--- src/rtl/pipe_pkg.sv ---
// Shared pipeline definitions: control bundle widths, bit positions inside each
// bundle, bubble constants and the per-edge action chosen by the ID/EX register.
package pipe_pkg;

  localparam int WB_W  = 2;
  localparam int EX_W  = 4;
  localparam int MEM_W = 2;

  localparam int WB_REGWRITE = 1;
  localparam int WB_MEMTOREG = 0;
  localparam int EX_ALUSRC   = 3;
  localparam int EX_ALUOP_HI = 2;
  localparam int EX_ALUOP_LO = 1;
  localparam int EX_REGDST   = 0;
  localparam int MEM_READ    = 1;
  localparam int MEM_WRITE   = 0;

  localparam logic [WB_W-1:0]  WB_BUBBLE  = '0;
  localparam logic [EX_W-1:0]  EX_BUBBLE  = '0;
  localparam logic [MEM_W-1:0] MEM_BUBBLE = '0;

  typedef enum logic [1:0] {
    ACT_LOAD   = 2'd0,
    ACT_BUBBLE = 2'd1,
    ACT_HOLD   = 2'd2
  } stage_act_e;

  // Stall outranks every bubble source; any flush or hazard turns the load into a bubble.
  function automatic stage_act_e next_act(input logic stall, input logic flush,
                                          input logic hazard);
    stage_act_e act;
    act = ACT_LOAD;
    if (stall)
      act = ACT_HOLD;
    else if (flush || hazard)
      act = ACT_BUBBLE;
    return act;
  endfunction

endpackage

--- src/rtl/hazard_detect.sv ---
// Load-use comparison: a valid load in EX whose destination (rt) is read by the
// valid instruction currently in ID. Register 0 never creates a dependency.
module hazard_detect #(
  parameter int REG_AW = 5
) (
  input  logic              ex_valid,
  input  logic              ex_mem_read,
  input  logic [REG_AW-1:0] ex_rt,
  input  logic              id_valid,
  input  logic [REG_AW-1:0] id_rs,
  input  logic [REG_AW-1:0] id_rt,
  output logic              hazard
);

  assign hazard = ex_valid && ex_mem_read && id_valid && (ex_rt != '0) &&
                  ((ex_rt == id_rs) || (ex_rt == id_rt));

endmodule

--- src/rtl/id_ex_reg.sv ---
// ID/EX pipeline register with stall hold, flush/hazard bubbles and a flush that
// is remembered across a stall. Define ID_EX_STATS_EN to add bubble_cnt_o.
module id_ex_reg
  import pipe_pkg::*;
#(
  parameter int DATA_W = 32,
  parameter int REG_AW = 5
) (
  input  logic              clk_i,
  input  logic              rst_i,
  input  logic              stall_i,
  input  logic              flush_i,
  input  logic              valid_i,
  input  logic [WB_W-1:0]   WB_i,
  input  logic [EX_W-1:0]   EX_i,
  input  logic [MEM_W-1:0]  MEM_i,
  input  logic [DATA_W-1:0] RSdata_i,
  input  logic [DATA_W-1:0] RTdata_i,
  input  logic [DATA_W-1:0] imm_i,
  input  logic [REG_AW-1:0] RSaddr_i,
  input  logic [REG_AW-1:0] RTaddr_i,
  input  logic [REG_AW-1:0] RDaddr_i,
  output logic [WB_W-1:0]   WB_o,
  output logic [MEM_W-1:0]  MEM_o,
  output logic              ALUSrc_o,
  output logic [1:0]        ALUOp_o,
  output logic              RegDst_o,
  output logic [DATA_W-1:0] RSdata_o,
  output logic [DATA_W-1:0] RTdata_o,
  output logic [DATA_W-1:0] imm_o,
  output logic [REG_AW-1:0] RSaddr_o,
  output logic [REG_AW-1:0] RTaddr_o,
  output logic [REG_AW-1:0] RDaddr_o,
  output logic              valid_o,
  output logic              hazard_o
`ifdef ID_EX_STATS_EN
  , output logic [15:0]     bubble_cnt_o
`endif
);

  logic [EX_W-1:0] ex_q;
  logic            flush_pend;
  logic            flush_now;
  logic            hazard_raw;
  stage_act_e      act;

  hazard_detect #(.REG_AW(REG_AW)) u_hazard (
    .ex_valid    (valid_o),
    .ex_mem_read (MEM_o[MEM_READ]),
    .ex_rt       (RTaddr_o),
    .id_valid    (valid_i),
    .id_rs       (RSaddr_i),
    .id_rt       (RTaddr_i),
    .hazard      (hazard_raw)
  );

  assign flush_now = flush_i || flush_pend;
  assign act       = next_act(stall_i, flush_now, hazard_raw);

  // A stalled or flushed cycle must not freeze PC/IF-ID on behalf of a dying load.
  assign hazard_o = hazard_raw && !stall_i && !flush_now;

  assign ALUSrc_o = ex_q[EX_ALUSRC];
  assign ALUOp_o  = ex_q[EX_ALUOP_HI:EX_ALUOP_LO];
  assign RegDst_o = ex_q[EX_REGDST];

  // NOTE: sequential state uses non-blocking assignments so every register samples pre-edge values.
  always_ff @(posedge clk_i or negedge rst_i) begin
    if (!rst_i) begin
      WB_o     <= WB_BUBBLE;
      MEM_o    <= MEM_BUBBLE;
      ex_q     <= EX_BUBBLE;
      RSdata_o <= '0;
      RTdata_o <= '0;
      imm_o    <= '0;
      RSaddr_o <= '0;
      RTaddr_o <= '0;
      RDaddr_o <= '0;
      valid_o  <= 1'b0;
    end else begin
      case (act)
        ACT_LOAD: begin
          WB_o     <= WB_i;
          MEM_o    <= MEM_i;
          ex_q     <= EX_i;
          RSdata_o <= RSdata_i;
          RTdata_o <= RTdata_i;
          imm_o    <= imm_i;
          RSaddr_o <= RSaddr_i;
          RTaddr_o <= RTaddr_i;
          RDaddr_o <= RDaddr_i;
          valid_o  <= valid_i;
        end
        ACT_BUBBLE: begin
          WB_o     <= WB_BUBBLE;
          MEM_o    <= MEM_BUBBLE;
          ex_q     <= EX_BUBBLE;
          RSdata_o <= '0;
          RTdata_o <= '0;
          imm_o    <= '0;
          RSaddr_o <= '0;
          RTaddr_o <= '0;
          RDaddr_o <= '0;
          valid_o  <= 1'b0;
        end
        default: ;
      endcase
    end
  end

  // Repeated flushes during one stall collapse into a single pending bubble.
  always_ff @(posedge clk_i or negedge rst_i) begin
    if (!rst_i)
      flush_pend <= 1'b0;
    else if (stall_i)
      flush_pend <= flush_pend || flush_i;
    else
      flush_pend <= 1'b0;
  end

`ifdef ID_EX_STATS_EN
  always_ff @(posedge clk_i or negedge rst_i) begin
    if (!rst_i)
      bubble_cnt_o <= 16'd0;
    else if (act == ACT_BUBBLE && bubble_cnt_o != 16'hFFFF)
      bubble_cnt_o <= bubble_cnt_o + 16'd1;
  end
`endif

endmodule
--- config.mk ---
export PLATFORM = sky130hd
export DESIGN_NAME = id_ex_reg
export DESIGN_NICKNAME = d
export VERILOG_FILES = /design/src/rtl/pipe_pkg.sv /design/src/rtl/hazard_detect.sv /design/src/rtl/id_ex_reg.sv
export SDC_FILE = /design/constraint.sdc
export NUM_CORES = 1
export LEC_CHECK = 0
export BUFFER_PORTS_ARGS = -buffer_cell sky130_fd_sc_hd__buf_4
export CORE_ASPECT_RATIO = 0.6
export CORE_MARGIN = 2
export CORE_UTILIZATION = 51
export CTS_CLUSTER_DIAMETER = 40
export DETAILED_ROUTE_END_ITERATION = 8
export GPL_TIMING_DRIVEN = 0
export HOLD_SLACK_MARGIN = 0.12
export MAX_ROUTING_LAYER = met4
export PLACE_DENSITY = 0.93
export SLEW_MARGIN = 20
export SYNTH_ARGS = -nofsm -noshare
export SYNTH_HDL_FRONTEND = slang
export SYNTH_SLANG_ARGS = --single-unit
export TNS_END_PERCENT = 10
--- constraint.sdc ---
create_clock -name clk_i -period 4.8 [get_ports clk_i]
set_input_delay 0.48 -clock clk_i [delete_from_list [all_inputs] [get_ports clk_i]]
set_output_delay 0.48 -clock clk_i [all_outputs]
set_load 0.01 [all_outputs]
# After elaboration in Yosys (flattened, before gate mapping)
# Cells that the tools add are included.
totals:
  register_bits: 121
  in_bits: 124
  wordCells: 41
  output_inout_bits: 121
op_classes:
  muxes: 13
  reduce_logical: 14
  n_eq_ne: 3
op_table:
  columns: ["op", "n"]
  rows:
  - ["$pmux W32 S2", 3]
  - ["$pmux W5 S2", 3]
  - ["$eq A5 B5 Y1", 2]
  - ["$pmux W2 S2", 2]
  - ["$pmux W4 S2", 1]
  - ["$logic_and A1 B1 Y1", 6]
  - ["$reduce_bool A5 Y1", 1]
  - ["$logic_or A1 B1 Y1", 3]
  - ["$eq A2 B1 Y1 const B", 1]
  - ["$logic_not A1 Y1", 2]
  - ["$logic_not A2 Y1", 1]
  - ["$mux W1", 2]
  - ["$mux W2", 1]
  - ["$pmux W1 S2", 1]
  - ["$reduce_bool A2 Y1", 1]

# Depth between registers and ports, before layout
logic_depth:
  depth_word: 9
  depth_mapped: 6
  ltp_nobuf: 4

# By module
# Synthesis repeated with hierarchy kept, for this count alone.
unflattened:
  cells_unflattened: 541
  hier_area_um2: 5460.2
modules_own_cells:
  columns: ["mod", "instances", "cells_per_inst", "seq_area_each_um2", "area_each_um2"]
  rows:
  - ["id_ex_reg", 1, 524, 3027.9, 5331.4]
  - ["hazard_detect", 1, 17, 0.0, 128.9]

# Worst setup path before layout
# OpenSTA, ideal clock, no wires.
synth_timing:
  path_kind: "register -> output"
  startpoint: "reg RTaddr_o[0]"
  endpoint: "out hazard_o"
  t_required_ps: 4320
  path_slack_ps: 2687
  path_buffers: 1
  stages_incl_launch_ff: 6
  t_arrival_ps: 1633
  cell_sequence: "dfrtp_1 > or4_1 > o2111ai_2 > buf_6 > nor4_1 > and2_1"
synth_between:
  elab_chain_len: 5
  word_cells_on_any_way: 8
  classes_between: "eq/ne: 2; reduce/logical: 6"
synth_rtl:
  columns: ["element", "line_no", "rtl"]
  rows:
  - ["start, declared", "id_ex_reg.sv:32", "output logic [REG_AW-1:0] RTaddr_o,"]
  - ["start signal, assigned", "id_ex_reg.sv:90", "RTaddr_o <= RTaddr_i;"]
  - ["$eq A5 B5 Y1 or $reduce_bool A5 Y1 (tied branches)", "hazard_detect.sv:16, hazard_detect.sv:15", null]
  - ["$logic_or A1 B1 Y1 or $logic_and A1 B1 Y1 (tied branches)", "hazard_detect.sv:16, hazard_detect.sv:15", null]
  - ["$logic_and A1 B1 Y1 (*)", "hazard_detect.sv:15", "assign hazard = ex_valid && ex_mem_read && id_valid && (ex_rt != '0) &&"]
  - ["$logic_and A1 B1 Y1 (*) (2 in series)", "id_ex_reg.sv:61", "assign hazard_o = hazard_raw && !stall_i && !flush_now;"]
  - ["end, declared", "id_ex_reg.sv:35", "output logic hazard_o"]
# Mark *: on every way between the ends. The rest lies on a longest branch, timed or not.

# Worst setup path after layout
# Same ends and word-level chain as after synthesis.

==> out/metrics.csv <==
stage,metric,value,unit
worst_setup_path,cp.required,4.32,ns
flow_run,cap_violations,0,
layout,areaGrowthSynthToFinish,46.2,%
logic_synthesis,ys_async_sr_fraction,100,%
power,leakagePower,3.67,nW
timing,hold_viol,0,
power,irDropWorstVdd,306,uV
floorplan,dieHeight,85.4,um
logic_synthesis,syn-num-nets,693,
logic_synthesis,synth_cells,569,
floorplan,die_x,140,um
floorplan,dieArea,11900,um2
clocking,root_buffer,clkbuf_16,
global_route,antenna_found_initial,0,
hold_path,hp-start,RTdata_i[16],
worst_setup_path,critPathMaxFanout,10,
hold_path,hold_class,input port to flip-flop,
timing,grt_setup_unrepaired,no,
logic_synthesis,synth_warnings,0,
timing,slew_viol_final,0,
worst_setup_path,cp_data_arrival_time,2.59,ns
layout,fin_area,8230,um2
layout,final_cells,983,
clocking,cts.reportedPaths.clkPinSlew,0.06,ns
routing,drc_errors,0,
floorplan,core_area,10700,um2
layout,layout_commonest_cell,buf_4,
layout,final_util,77.2,%
timing,fin_setup_tns,0,ns
timing,fin_crit_sh,63.9,%
logic_synthesis,synth_edf_count,0,
routing,antenna_left,0,
clocking,cts_buffers,17,
logic_synthesis,synth_cell_type_count,19,
worst_setup_path,endpoint_kind,output port,
logic_synthesis,synth_ff_type,dfrtp_1,
layout,most-common-layout-cells,"243 x buf_4, 122 x nand2_1, 121 x dfrtp_1",
hold_path,min_path_cells,3,
worst_setup_path,r2r-end,RTdata_o[19],
timing,fin_crit,3.07,ns
worst_setup_path,reg2reg_from,RTaddr_o[0],
timing,relSlewSlack,54.5,%
routing,vias,6056,
global_route,grt_overflow,0,
worst_setup_path,startpoint,RTaddr_o[0],
clocking,cts_tree,done,
global_route,grt_pass1_vias,5812,
logic_synthesis,synth.yosys.seq_area_share,53.8,%
layout,final_nets,957,
worst_setup_path,start_kind,flip-flop,
floorplan,initial_core_util,52.8,%
timing,finalSetupViolCount,0,
run_status,status,"complete, no violations",
placement,place_inst,952,
logic_synthesis,postSynthAreaPerCell,9.89,um2
timing,timing.final.ws_setup,1.73,ns
floorplan,fp-row-count,29,
logic_synthesis,synth.cell_area,5630,um2
routing,routed_via_density,6.16,
timing,timing.hold.ws,0.325,ns
power,p_per_area,383,nW/um2
placement,globalplace.congestion,0.873,
routing,routed_wl,19.4,mm
layout,antenna_cells,0,
worst_setup_path,reg2reg_depth,6,
placement,post-place-ws,2.10,ns
clocking,htree_num_levels,4,
logic_synthesis,ys_seq_elements,121,
placement,numPortBuffers,243,
power,total_power,3.15,mW
worst_setup_path,crit_type,flip-flop to output port,
clocking,cts_buffer_depth,2,
placement,dp_hpwl,13.9,mm
global_route,grt_pass1_wl,30.3,mm
timing,fin_skew,0.0127,ns
hold_path,min_to,RTdata_o[16],
clocking,clock-sinks,121,
clocking,clk_latency,0.40,ns
clocking,cts_resized,0,
timing,max_slew.worst_pin.slew,0.683,ns
placement,placed_cell_area,7660,um2
timing,max_freq,0.326,GHz
routing,first_iter_violations,542,
layout,drive_gt1_share,34.1,%
routing,wire_per_inst,19.7,um
floorplan,ios,245,
routing,drtPass1Iterations,5,
global_route,grt_max_degree,74,
global_route,grt_usage,33.0,%
worst_setup_path,r2r_slack,2.59,ns
how the worst max path moves through the flow:
| stage | end | slack (ns) | cells after the start |
|---|---|---|---|
| after floorplan | hazard_o | 2.69 | 5 |
| after global placement | hazard_o | 2.12 | 8 |
| after detailed placement | hazard_o | 2.10 | 8 |
| after CTS | hazard_o | 1.81 | 7 |
| after global routing | hazard_o | 1.64 | 7 |
| final | hazard_o | 1.73 | 7 |
registers in the layout, indices dropped and copies added (netlist names):
| register | cells |
|---|---|
| RSdata_o | 32 |
| RTdata_o | 32 |
| imm_o | 32 |
| RDaddr_o | 5 |
| RSaddr_o | 5 |
| RTaddr_o | 5 |
| ex_q | 4 |
| MEM_o | 2 |
| WB_o | 2 |
| flush_pend | 1 |
| valid_o | 1 |
area by class of cell:
type / instances / area (um2)
Fill cell: 723 / 2440
Clock inverter: 8 / 97.6
Tap cell: 139 / 174
Timing Repair Buffer: 245 / 1870
Buffer: 67 / 335
Sequential cell: 121 / 3030
Multi-Input combinational cell: 381 / 2270
Clock buffer: 22 / 464
layer usage:
layer,track usage (%),vias to the layer above,share of wire [%]
met5,-,-,0
met4,9.18,0,1.5
met3,8.01,35,10
met2,52.2,375,49
met1,43.2,2947,39
li1,-,2699,-
repair_timing:
action | CTS | global route
hold endpoints to repair | 48 | 0
hold buffers | 1 | 0
setup buffers | 0 | 0
Yosys cell counts, types with 2 or more instances:
master,instances,share of area (%)
nand2_1,122,8.1
dfrtp_1,121,54
a32oi_1,120,19
o21ai_1,90,8.0
clkbuf_1,51,3.4
o21ai_0,30,2.7
buf_6,10,2.0
xnor2_1,10,1.6
buf_2,4,0.36
nand3_1,2,0.18
critical path, cell delays in order, from the launching register on:
cell,delay [ns]
dfrtp_1,0.43
xnor2_1,0.24
nand3_1,0.11
o22ai_1,0.31
buf_2,0.36
clkbuf_1,0.41
and2_1,0.19
buf_4,0.12
logic make-up after synthesis:
family | share of synthesized area [%]
buffers and inverters | 5.96
DFF | 53.8
AOI/OAI and AO/OA | 29.9
xor gates and xnor gates | 1.56
and+or+nand+nor | 8.85
where the power goes:
part | leakage (nW) | total [mW] | switching, mW | internal (mW)
registers | 1.55 | 1.24 | 0.0930 | 1.15
logic | 1.85 | 0.684 | 0.355 | 0.329
clock network | 0.268 | 1.22 | 0.439 | 0.783
Note: power is estimated with default switching activity, not from simulation.
